**src/rtl/alu_operand_stage.sv**
```systemverilog
// Operand/issue stage feeding a combinational 16-bit ALU: register file, carry flag,
// registered ALU inputs, one-cycle-later write-back and back-to-back result forwarding.
module alu_operand_stage #(
  parameter int DATA_W = 16,
  parameter int NREG   = 4,
  parameter int AW     = 2
) (
  input  logic              clk,
  input  logic              reset,
  input  logic              in_valid,
  output logic              in_ready,
  input  logic [3:0]        in_op,
  input  logic [AW-1:0]     in_rs,
  input  logic [AW-1:0]     in_rt,
  input  logic [AW-1:0]     in_rd,
  input  logic              in_use_cf,
  input  logic              ld_en,
  input  logic [AW-1:0]     ld_addr,
  input  logic [DATA_W-1:0] ld_data,
  output logic [DATA_W-1:0] alu_a,
  output logic [DATA_W-1:0] alu_b,
  output logic              alu_cin,
  output logic [3:0]        alu_op,
  input  logic [DATA_W-1:0] alu_c,
  input  logic              alu_cout,
  output logic              wb_valid,
  output logic [AW-1:0]     wb_addr,
  output logic              cf,
  input  logic [AW-1:0]     dbg_addr,
  output logic [DATA_W-1:0] dbg_data
);

  localparam logic [3:0] OP_ADD = 4'b0000;
  localparam logic [3:0] OP_SUB = 4'b0001;

  typedef enum logic {S_IDLE = 1'b0, S_EX = 1'b1} state_e;

  state_e            state_q, state_d;
  logic [DATA_W-1:0] rf_q [NREG];
  logic [DATA_W-1:0] rf_d [NREG];
  logic              cf_q, cf_d;
  logic [DATA_W-1:0] alu_a_q, alu_a_d;
  logic [DATA_W-1:0] alu_b_q, alu_b_d;
  logic              alu_cin_q, alu_cin_d;
  logic [3:0]        alu_op_q, alu_op_d;
  logic [AW-1:0]     wb_addr_q, wb_addr_d;

  logic              accept;
  logic              ex_valid;
  logic              ex_sets_cf;
  logic [DATA_W-1:0] op_a, op_b;
  logic              cf_fwd;

  assign in_ready   = !ld_en && !reset;
  assign accept     = in_valid && in_ready;
  assign ex_valid   = (state_q == S_EX);
  assign ex_sets_cf = (alu_op_q == OP_ADD) || (alu_op_q == OP_SUB);

  // The instruction in EX has not written back yet, so a dependent issue takes its
  // result (and carry) straight from the ALU outputs instead of stalling.
  assign op_a   = (ex_valid && wb_addr_q == in_rs) ? alu_c : rf_q[in_rs];
  assign op_b   = (ex_valid && wb_addr_q == in_rt) ? alu_c : rf_q[in_rt];
  assign cf_fwd = (ex_valid && ex_sets_cf) ? alu_cout : cf_q;

  // NOTE: every variable assigned here gets a default first, so no path leaves a
  // value unassigned and no latch is inferred.
  always_comb begin
    state_d   = accept ? S_EX : S_IDLE;
    rf_d      = rf_q;
    cf_d      = cf_q;
    alu_a_d   = alu_a_q;
    alu_b_d   = alu_b_q;
    alu_cin_d = alu_cin_q;
    alu_op_d  = alu_op_q;
    wb_addr_d = wb_addr_q;

    if (ex_valid) begin
      rf_d[wb_addr_q] = alu_c;
      if (ex_sets_cf) cf_d = alu_cout;
    end
    // Applied after the write-back so a direct load to the same register wins.
    if (ld_en) rf_d[ld_addr] = ld_data;

    if (accept) begin
      alu_a_d   = op_a;
      alu_b_d   = op_b;
      alu_cin_d = in_use_cf ? cf_fwd : 1'b0;
      alu_op_d  = in_op;
      wb_addr_d = in_rd;
    end
  end

  // NOTE: sequential state uses non-blocking assignments only; the register file
  // is deliberately included in the reset because its cleared contents are visible.
  always_ff @(posedge clk or posedge reset) begin
    if (reset) begin
      state_q   <= S_IDLE;
      cf_q      <= 1'b0;
      alu_a_q   <= '0;
      alu_b_q   <= '0;
      alu_cin_q <= 1'b0;
      alu_op_q  <= '0;
      wb_addr_q <= '0;
      for (int i = 0; i < NREG; i++) rf_q[i] <= '0;
    end else begin
      state_q   <= state_d;
      cf_q      <= cf_d;
      alu_a_q   <= alu_a_d;
      alu_b_q   <= alu_b_d;
      alu_cin_q <= alu_cin_d;
      alu_op_q  <= alu_op_d;
      wb_addr_q <= wb_addr_d;
      rf_q      <= rf_d;
    end
  end

  assign alu_a    = alu_a_q;
  assign alu_b    = alu_b_q;
  assign alu_cin  = alu_cin_q;
  assign alu_op   = alu_op_q;
  assign wb_addr  = wb_addr_q;
  assign wb_valid = ex_valid;
  assign cf       = cf_q;
  assign dbg_data = rf_q[dbg_addr];

endmodule

```
**config.mk**
```make
export PLATFORM = sky130hd
export DESIGN_NAME = alu_operand_stage
export DESIGN_NICKNAME = d
export VERILOG_FILES = /design/src/rtl/alu_operand_stage.sv
export SDC_FILE = /design/constraint.sdc
export NUM_CORES = 1
export LEC_CHECK = 0
export BUFFER_PORTS_ARGS = -buffer_cell sky130_fd_sc_hd__buf_2
export CAP_MARGIN = 40
export CELL_PAD_IN_SITES_DETAIL_PLACEMENT = 2
export CELL_PAD_IN_SITES_GLOBAL_PLACEMENT = 2
export CORE_ASPECT_RATIO = 1.2
export CORE_MARGIN = 2
export CORE_UTILIZATION = 37
export CTS_CLUSTER_DIAMETER = 100
export DETAILED_ROUTE_END_ITERATION = 10
export GPL_ROUTABILITY_DRIVEN = 0
export HOLD_SLACK_MARGIN = 0.02
export PLACE_DENSITY = 0.79
export SLEW_MARGIN = 15
export SYNTH_ARGS = -nofsm -noshare
export SYNTH_HDL_FRONTEND = slang
export SYNTH_SLANG_ARGS = --single-unit
```
**constraint.sdc**
```tcl
create_clock -name clk -period 5.1 [get_ports clk]
set_clock_uncertainty 0.2 [all_clocks]
set_input_delay 1.02 -clock clk [delete_from_list [all_inputs] [get_ports clk]]
set_output_delay 1.02 -clock clk [all_outputs]
set_load 0.1 [all_outputs]
```
==> results of run 1 <==
## worst paths after layout
path                                   startpoint  cells after the start                    end  slack, ps
max                                   dbg_addr[0]                      3            dbg_data[7]       1400
min                         alu_op[0]$_DFFE_PP0P_                      1  alu_op[0]$_DFFE_PP0P_        330
max reg2reg                wb_addr[0]$_DFFE_PP0P_                      3      rf_q[9]$_DFF_PP0_       2540
min reg2reg                 alu_op[0]$_DFFE_PP0P_                      1  alu_op[0]$_DFFE_PP0P_        330
max in group asynchronous                   reset                      4   alu_a[0]$_DFFE_PP0P_       3150
min in group asynchronous                   reset                      2     rf_q[32]$_DFF_PP0_        550
## per-stage QoR
step	cell area (um2)	std cells	setup slack, ps
after detailed placement	7010	841	1410
after global placement	6960	838	1410
after floorplan	6440	561	1120
after CTS	7330	857	1400
final	7340	858	1400
after global routing	7340	858	1330
## state kept, by name (all words and copies together), names as in the netlist
register,flops
rf_q,64
alu_a,16
alu_b,16
alu_op,4
wb_addr,2
alu_cin,1
cf,1
wb_valid,1
## logic make-up (layout without fill, tap and decap cells)
kind of cell,Yosys count,in the layout
mux,119,119
other cells,0,1
simple gates,140,140
xor+xnor,8,8
compound gates,129,129
buf+inv,60,140
flops,105,105
## worst register-to-register path, cell delays in order, from the launching register on
cell and delay (ps):
dfrtp_1 840, nand3_2 770, mux2i_1 460, o21ai_0 150
## per-layer routing
| layer | up-vias | part of all wire, % | global-route usage [%] |
|---|---|---|---|
| li1 | 2291 | - | - |
| met1 | 2744 | 41 | 30.6 |
| met2 | 164 | 52 | 42.4 |
| met3 | 24 | 5.5 | 3.49 |
| met4 | 0 | 1.3 | 8.37 |
| met5 | - | 0 | 0 |
## synth_stat cells (2+ instances only)
master and count:
buf_4 8, mux4_2 36, o31ai_1 32, a21oi_1 48
buf_1 2, xor2_2 2, buf_12 2, o21ai_0 16
buf_2 24, mux4_1 12, xor2_4 2, nand2_1 16
mux2_2 7, mux2i_1 64, clkbuf_1 12, inv_1 2
buf_6 8, dfrtp_1 105, a31oi_1 32, nand4_1 32
xnor2_2 4, nor2_1 81, nand3b_1 4
## final cells by class
class                           count  area, um2  share of cell area [%]
Antenna cell                        1       2.50                  0.0341
Clock buffer                       10        229                    3.12
Clock inverter                      6       91.3                    1.24
Inverter                            2       10.0                   0.136
Multi-Input combinational cell    396       3430                    46.7
Sequential cell                   105       2630                    35.8
Tap cell                          216        270                    3.68
Timing Repair Buffer              122        679                    9.26
## power by group through the flow
stage,registers [W],logic [W],clock network (W)
floorplan,0.00175,0.000832,0
global placement,0.00120,0.00167,0
detailed placement,0.00123,0.00172,0
CTS,0.00121,0.00173,0.000768
global route,0.00124,0.00180,0.000800
finish,0.00121,0.00173,0.000757
==> flow_metrics.env, run 1 <==
export IMPL_status="finished, final reports clean"
export IMPL_crit_type="in2out"
export IMPL_overflow=0
export IMPL_worstPathRequired_ps=3880
export IMPL_synth_compound_area_share_pct=11.9
export IMPL_switchingPower_w=0.00183
export IMPL_cts_tree="done"
export IMPL_rows=52
export IMPL_track_usage_pct=24.1
export IMPL_worst_pin_slew_ps=918
export IMPL_path_max_fanout=16
export IMPL_crit_path_start_kind="input port"
export IMPL_cts_hold_buf=0
export IMPL_critical_path_max_stage_delay_ps=620
export IMPL_min_path_type="reg2reg"
export IMPL_worst_path_buf_inv=2
export IMPL_finalHoldViolCount=0
export IMPL_start_util_pct=37.9
export IMPL_p_sw_share_pct=49.4
export IMPL_synth_top_flop_cell="dfrtp_1"
export IMPL_synth_top_family_by_area="multiplexers"
export IMPL_drt_iter0_markers=309
export IMPL_crit_path_frequent_cell="buf_2"
export IMPL_syn_area_um2=6440
export IMPL_clock_path_buffers=2
export IMPL_antenna_found_initial=1
export IMPL_ir_drop_mv=0.166
export IMPL_cts_root_buf="clkbuf_16"
export IMPL_crit_path_end_kind="output pin"
export IMPL_synth_seq_cells=105
export IMPL_synth_area_leaders="dfrtp_1 41%, mux4_2 13%, mux2i_1 9.9%"
export IMPL_cp_arrival_ps=2480
export IMPL_yosysUniqueCellTypes=33
export IMPL_slew_violations=0
export IMPL_power_total_w=0.00370
export IMPL_hold_ws_ps=327
export IMPL_io_pins=110
export IMPL_clock_latency_ps=360
export IMPL_intPower_w=0.00187
export IMPL_seq_power_share_pct=32.8
export IMPL_crit_chain="buf_2, mux4_2, buf_2"
export IMPL_syn_area_per_cell_um2=11.5
export IMPL_rsz0062_at_grt="no"
export IMPL_grt_pass1_vias=5845
export IMPL_dr_pass1_iters=4
export IMPL_post_cts_setup_buffers=0
export IMPL_grt_pass1_wl_um=34700
export IMPL_synth_mux_area_share_pct=28.7
export IMPL_p_comb_share_pct=46.7
export IMPL_final_cell_mix="109 x buf_2, 105 x dfrtp_1, 81 x nor2_1, 64 x mux2i_1, 48 x a21oi_1"
export IMPL_clockPowerShare_pct=20.4
export IMPL_ys_seq_area_share_pct=40.8
export IMPL_synth_edf_count=0
export IMPL_synth_simple_gate_area_share_pct=10.2
export IMPL_drive_gt1_share_pct=30.1
export IMPL_layout_min_cycle_time_ps=3700
export IMPL_yosys_area_share_xor_xnor_pct=2.37
export IMPL_wl_per_cell_um=25.5
export IMPL_p_leak_nw=3.16
export IMPL_yosys_area_share_adder_pct=0
export IMPL_synth_top_area_cell="dfrtp_1"
export IMPL_drc=0
export IMPL_power_density_nw_per_um2=504
export IMPL_dp_hpwl_um=15400
export IMPL_ant_nets=0
export IMPL_mostFrequentLayoutCell="buf_2"
export IMPL_slowest_stage="mux4_2"
export IMPL_port_buffers=109
export IMPL_ys_async_sr_fraction_pct=100
export IMPL_fillers=1771
export IMPL_max_freq_mhz=270
export IMPL_maxCapViolCount=0
export IMPL_die_y_um=149
export IMPL_num_vias=5223
export IMPL_finalSetupViolCount=0
export IMPL_relSlewSlack_pct=38.5
export IMPL_numCtsBuffers=9
export IMPL_wl_um=21900
export IMPL_yosysTopAreaCellShare_pct=40.8
export IMPL_path_delay_family="buffers and inverters"
export IMPL_grt_start_max_net_pins=43
export IMPL_die_w_um=124
export IMPL_fp_dieArea_um2=18500
export IMPL_period_share_pct=72.6
export IMPL_syn_num_nets=613
export IMPL_post_cts_resized=0
export IMPL_syn_inst=561
export IMPL_h_tree_depth=3
export IMPL_syn2layout_area_growth_pct=13.9
export IMPL_clock_sinks=105
export IMPL_via_per_inst=6.09
export IMPL_setup_tns_final_ps=0
export IMPL_clk_pin_slew_ps=70
export IMPL_core_area_um2=17000
export IMPL_nets=688
export IMPL_final_util_pct=43.2
export IMPL_ys_warnings_count=0
Power figures use the tool's default switching activity.
==> inputs of run 2 (changes only) <==
==> constraint.sdc (replaced) <==
create_clock -name clk -period 3.9 [get_ports clk]
set_clock_uncertainty 0.2 [all_clocks]
set_input_delay 0.78 -clock clk [delete_from_list [all_inputs] [get_ports clk]]
set_output_delay 0.78 -clock clk [all_outputs]
set_load 0.1 [all_outputs]
==> run 2 against run 1 <==
Setup slack got worse by 710 ps. Via count unchanged. Count of clock-buffer cells in the layout decreased by 1. Sequential share of layout area increased by 0.25 points. Largest cell class unchanged. Global-route usage increased by 0.45 points. Final cell count unchanged. Utilization decreased by 0.30 points. Worst hold slack got worse by 60 ps. Sequential power increased by 31%. Combinational power increased by 30%.
==> flow_metrics.env, run 2 (synthesized netlist as in run 1, its figures left out) <==
export IMPL_largest_register="rf_q"
export IMPL_slew_violations=0
export IMPL_fp_dieArea_um2=18500
export IMPL_final_cell_mix="109 x buf_2, 105 x dfrtp_1, 81 x nor2_1, 64 x mux2i_1, 48 x a21oi_1"
export IMPL_crit_path_end_kind="output pin"
export IMPL_maxCapViolCount=0
export IMPL_via_per_inst=6.09
export IMPL_clk_pin_slew_ps=80
export IMPL_clock_sinks=105
export IMPL_wl_um=22200
export IMPL_start_util_pct=37.9
export IMPL_place_ws_ps=672
export IMPL_post_cts_resized=0
export IMPL_antenna_found_initial=0
export IMPL_mostFrequentLayoutCell="buf_2"
export IMPL_worstPathRequired_ps=2920
export IMPL_hold_ws_ps=267
export IMPL_core_area_um2=17000
export IMPL_drt_iter0_markers=246
export IMPL_grt_start_max_net_pins=46
export IMPL_rr_worst_depth=4
export IMPL_cts_tree="done"
export IMPL_cts_root_buf="clkbuf_16"
export IMPL_crit_path_start_kind="input port"
export IMPL_num_vias=5223
export IMPL_nets=689
export IMPL_rows=52
export IMPL_dr_pass1_iters=4
export IMPL_post_place_cells=841
export IMPL_min_path_type="in2async"
export IMPL_wl_per_cell_um=25.8
export IMPL_clock_latency_ps=360
export IMPL_timing_rr_start="wb_valid$_DFF_PP0_"
export IMPL_rsz0062_at_grt="no"
export IMPL_setup_tns_final_ps=0
export IMPL_numCtsBuffers=9
export IMPL_stdcell_count=858
export IMPL_power_total_w=0.00476
export IMPL_cp_arrival_ps=2240
export IMPL_ant_nets=0
export IMPL_worst_pin_slew_ps=914
export IMPL_layout_min_cycle_time_ps=3220
export IMPL_finalHoldViolCount=0
export IMPL_grt_pass1_wl_um=35100
export IMPL_h_tree_depth=3
export IMPL_path_max_fanout=16
export IMPL_finalSetupViolCount=0
export IMPL_post_cts_setup_buffers=0
export IMPL_port_buffers=109
export IMPL_period_share_pct=82.5
export IMPL_syn2layout_area_growth_pct=13.1
export IMPL_fin_ws_ps=683
export IMPL_cts_hold_buf=0
export IMPL_drc=0
export IMPL_dp_hpwl_um=15500
export IMPL_r2r_setup_slack_ps=1180
export IMPL_p_leak_nw=3.15
export IMPL_die_y_um=149
export IMPL_ir_drop_mv=0.219
export IMPL_track_usage_pct=24.6
export IMPL_power_density_nw_per_um2=653
export IMPL_clock_path_buffers=2
export IMPL_die_w_um=124
export IMPL_n_antenna_cell=0
export IMPL_drive_gt1_share_pct=30.4
export IMPL_largest_reg_flops=64
export IMPL_relSlewSlack_pct=38.8
export IMPL_grt_pass1_vias=5954
export IMPL_crit_type="in2out"
export IMPL_max_freq_mhz=311
export IMPL_r2r_end="rf_q[11]$_DFF_PP0_"
export IMPL_overflow=0
export IMPL_status="finished, final reports clean"
export IMPL_io_pins=110
run 2: cell types whose count changed in the layout (fill, tap and decap cells not counted):
cell / change
inv_6: +4
diode_2: -1
clkinvlp_4: -1
buf_16: -1
bufinv_16: -2
buf_4: +2
clkbuf_1: -1
run 2: final cells by class:
cell class	count	area, um2
clock buffers	9	225
clock inverters	7	58.8
fillers	1762	9700
inverters	2	10.0
multi-input cells	396	3430
flip-flops and latches	105	2630
well taps	216	270
repair buffers	123	667
run 2: per-layer routing:
layer  GRT usage [%]  part of all wire (%)  vias up
met5               0                     0        -
met4            9.49                   2.6        0
met3            2.70                   5.0       40
met2            43.8                    52      195
met1            30.8                    41     2699
li1                -                     -     2289
run 2: worst max-delay path, stage by stage:
cell,delay (ps)
buf_2,500
mux4_2,620
buf_2,320
run 2: power breakdown:
| part | internal [W] | leakage, nW | switching (W) |
|---|---|---|---|
| clock | 0.000447 | 0.139 | 0.000463 |
| combinational | 0.000546 | 1.82 | 0.00171 |
| sequential | 0.00134 | 1.18 | 0.000259 |
| total | 0.00233 | 3.15 | 0.00243 |
run 2: how the worst max path moves through the flow:
stage | from | depth (start not counted) | slack [ps] | to
final | dbg_addr[0] | 3 | 680 | dbg_data[7]
after global routing | dbg_addr[0] | 3 | 590 | dbg_data[7]
after CTS | dbg_addr[0] | 3 | 670 | dbg_data[7]
after detailed placement | dbg_addr[0] | 3 | 670 | dbg_data[7]
after global placement | dbg_addr[0] | 3 | 700 | dbg_data[7]
after floorplan | reset | 1 | 160 | alu_a[0]$_DFFE_PP0P_
run 2: through the flow:
step	cell area (um2)	util (%)
3_5_place_dp	6990	41.2
5_1_grt	7290	42.9
2_1_floorplan	6440	-
4_1_cts	7270	42.8
3_3_place_gp	6970	41.0
6_report	7290	42.9
==> inputs of run 3 (changes only) <==
==> constraint.sdc (replaced) <==
create_clock -name clk -period 3.1 [get_ports clk]
set_clock_uncertainty 0.2 [all_clocks]
set_input_delay 0.62 -clock clk [delete_from_list [all_inputs] [get_ports clk]]
set_output_delay 0.62 -clock clk [all_outputs]
set_load 0.1 [all_outputs]
==> run 3 against run 2 <==
Total power is 27% higher. Worst hold slack worse by 140 ps. Utilization increased by 0.63 points. Non-clock buffer count is 4 higher. Largest power group unchanged. Highest routed layer unchanged.
==> flow_metrics.env, run 3 (synthesized netlist as in run 1, its figures left out) <==
export IMPL_crit_chain="buf_2"
export IMPL_dp_hpwl_um=15500
export IMPL_seq_area_um2=2630
export IMPL_track_usage_pct=24.1
export IMPL_core_area_um2=17000
export IMPL_p_leak_nw=3.19
export IMPL_die_y_um=149
export IMPL_wl_met1_um=9130
export IMPL_crit_type="reg2out"
export IMPL_largest_reg_flops=64
export IMPL_min_path_type="in2async"
export IMPL_cts_tree="done"
export IMPL_cp_arrival_ps=1820
export IMPL_n_antenna_cell=0
export IMPL_rows=52
export IMPL_finalSetupViolCount=0
export IMPL_grt_pass1_vias=5833
export IMPL_mostFrequentLayoutCell="buf_2"
export IMPL_slowest_stage="dfrtp_1"
export IMPL_dr_pass1_iters=4
export IMPL_overflow=0
export IMPL_ir_drop_mv=0.316
export IMPL_fp_dieArea_um2=18500
export IMPL_place_ws_ps=489
export IMPL_via_per_inst=6.06
export IMPL_ant_nets=0
export IMPL_num_vias=5227
export IMPL_met2_length_um=11300
export IMPL_layout_min_cycle_time_ps=2640
export IMPL_syn2layout_area_growth_pct=14.8
export IMPL_largest_register="rf_q"
export IMPL_critical_path_max_stage_delay_ps=900
export IMPL_relSlewSlack_pct=41.7
export IMPL_period_share_pct=85.3
export IMPL_cts_root_buf="clkbuf_16"
export IMPL_drt_iter0_markers=394
export IMPL_drc=0
export IMPL_rr_worst_depth=3
export IMPL_h_tree_depth=3
export IMPL_setup_tns_final_ps=0
export IMPL_path_delay_family="flip-flops"
export IMPL_power_density_nw_per_um2=820
export IMPL_die_w_um=124
export IMPL_cts_hold_buf=0
export IMPL_clk_pin_slew_ps=70
export IMPL_final_cell_mix="109 x buf_2, 105 x dfrtp_1, 81 x nor2_1, 64 x mux2i_1, 48 x a21oi_1"
export IMPL_clock_latency_ps=360
export IMPL_antenna_found_initial=0
export IMPL_start_util_pct=37.9
export IMPL_maxCapViolCount=0
export IMPL_clock_path_buffers=2
export IMPL_crit_path_end_kind="output pin"
export IMPL_cp_depth=1
export IMPL_port_buffers=109
export IMPL_dr_wl_met3_um=1040
export IMPL_nets=693
export IMPL_finalHoldViolCount=0
export IMPL_grt_pass1_wl_um=34600
export IMPL_worst_path_buf_inv=1
export IMPL_grt_start_max_net_pins=74
export IMPL_routed_top_layer="met4"
export IMPL_max_freq_mhz=378
export IMPL_path_max_fanout=24
export IMPL_fin_ws_ps=456
export IMPL_io_pins=110
export IMPL_worstPathRequired_ps=2280
export IMPL_rsz0062_at_grt="no"
export IMPL_numCtsBuffers=9
export IMPL_fillers=1781
export IMPL_multiInputGateArea_um2=3430
export IMPL_post_cts_setup_buffers=0
export IMPL_wl_um=21900
export IMPL_wl_per_cell_um=25.4
export IMPL_status="finished, final reports clean"
export IMPL_crit_path_start_kind="flop"
export IMPL_slew_violations=0
export IMPL_post_cts_resized=0
export IMPL_worst_pin_slew_ps=874
export IMPL_clock_sinks=105
export IMPL_drive_gt1_share_pct=30.7
## run 3: changes by cell type in the layout (fill, tap and decap cells not counted), sizes merged
cell / delta
clkinv: +1
bufinv: +1
inv: -5
clkbuf: +2
clkinvlp: +1
buf: +4
## run 3: area by class of cell
type / instances / area share [%]
Timing Repair Buffer: 127 / 10.2
Clock inverter: 5 / 0.863
Sequential cell: 105 / 35.5
Inverter: 2 / 0.152
Clock buffer: 11 / 3.28
Multi-Input combinational cell: 396 / 46.4
Tap cell: 216 / 3.66
## run 3: per-layer routing
| metal | GRT usage [%] | up-vias |
|---|---|---|
| met3 | 3.60 | 34 |
| li1 | - | 2295 |
| met5 | 0 | - |
| met4 | 8.88 | 0 |
| met2 | 42.2 | 167 |
| met1 | 30.5 | 2731 |
## run 3: path summary, 6_finish.rpt
kind / startpoint / endpoint / slack, ps
max reg2reg: wb_valid$_DFF_PP0_ / rf_q[7]$_DFF_PP0_ / 530
max in group asynchronous: reset / rf_q[63]$_DFF_PP0_ / 1930
max: wb_valid$_DFF_PP0_ / wb_valid / 460
min: reset / rf_q[16]$_DFF_PP0_ / 130
min in group clk: in_op[3] / alu_op[3]$_DFFE_PP0P_ / 300
min reg2reg: alu_op[0]$_DFFE_PP0P_ / alu_op[0]$_DFFE_PP0P_ / 340
## run 3: stage by stage
stage	hold slack [ps]	power (W)	cells	cell area, um2	util [%]
after floorplan	358	0.00425	561	6440	-
after global placement	287	0.00474	845	7060	41.6
after detailed placement	332	0.00487	846	7090	41.7
after CTS	144	0.00608	862	7390	43.5
after global routing	167	0.00631	862	7390	43.5
final	131	0.00606	862	7390	43.5
## run 3: power by group
group	total, W	internal (W)	switching, W	leakage [nW]
clock network	0.00121	0.000656	0.000549	0.146
logic	0.00285	0.000704	0.00214	1.86
registers	0.00201	0.00168	0.000327	1.18
total	0.00606	0.00304	0.00302	3.19
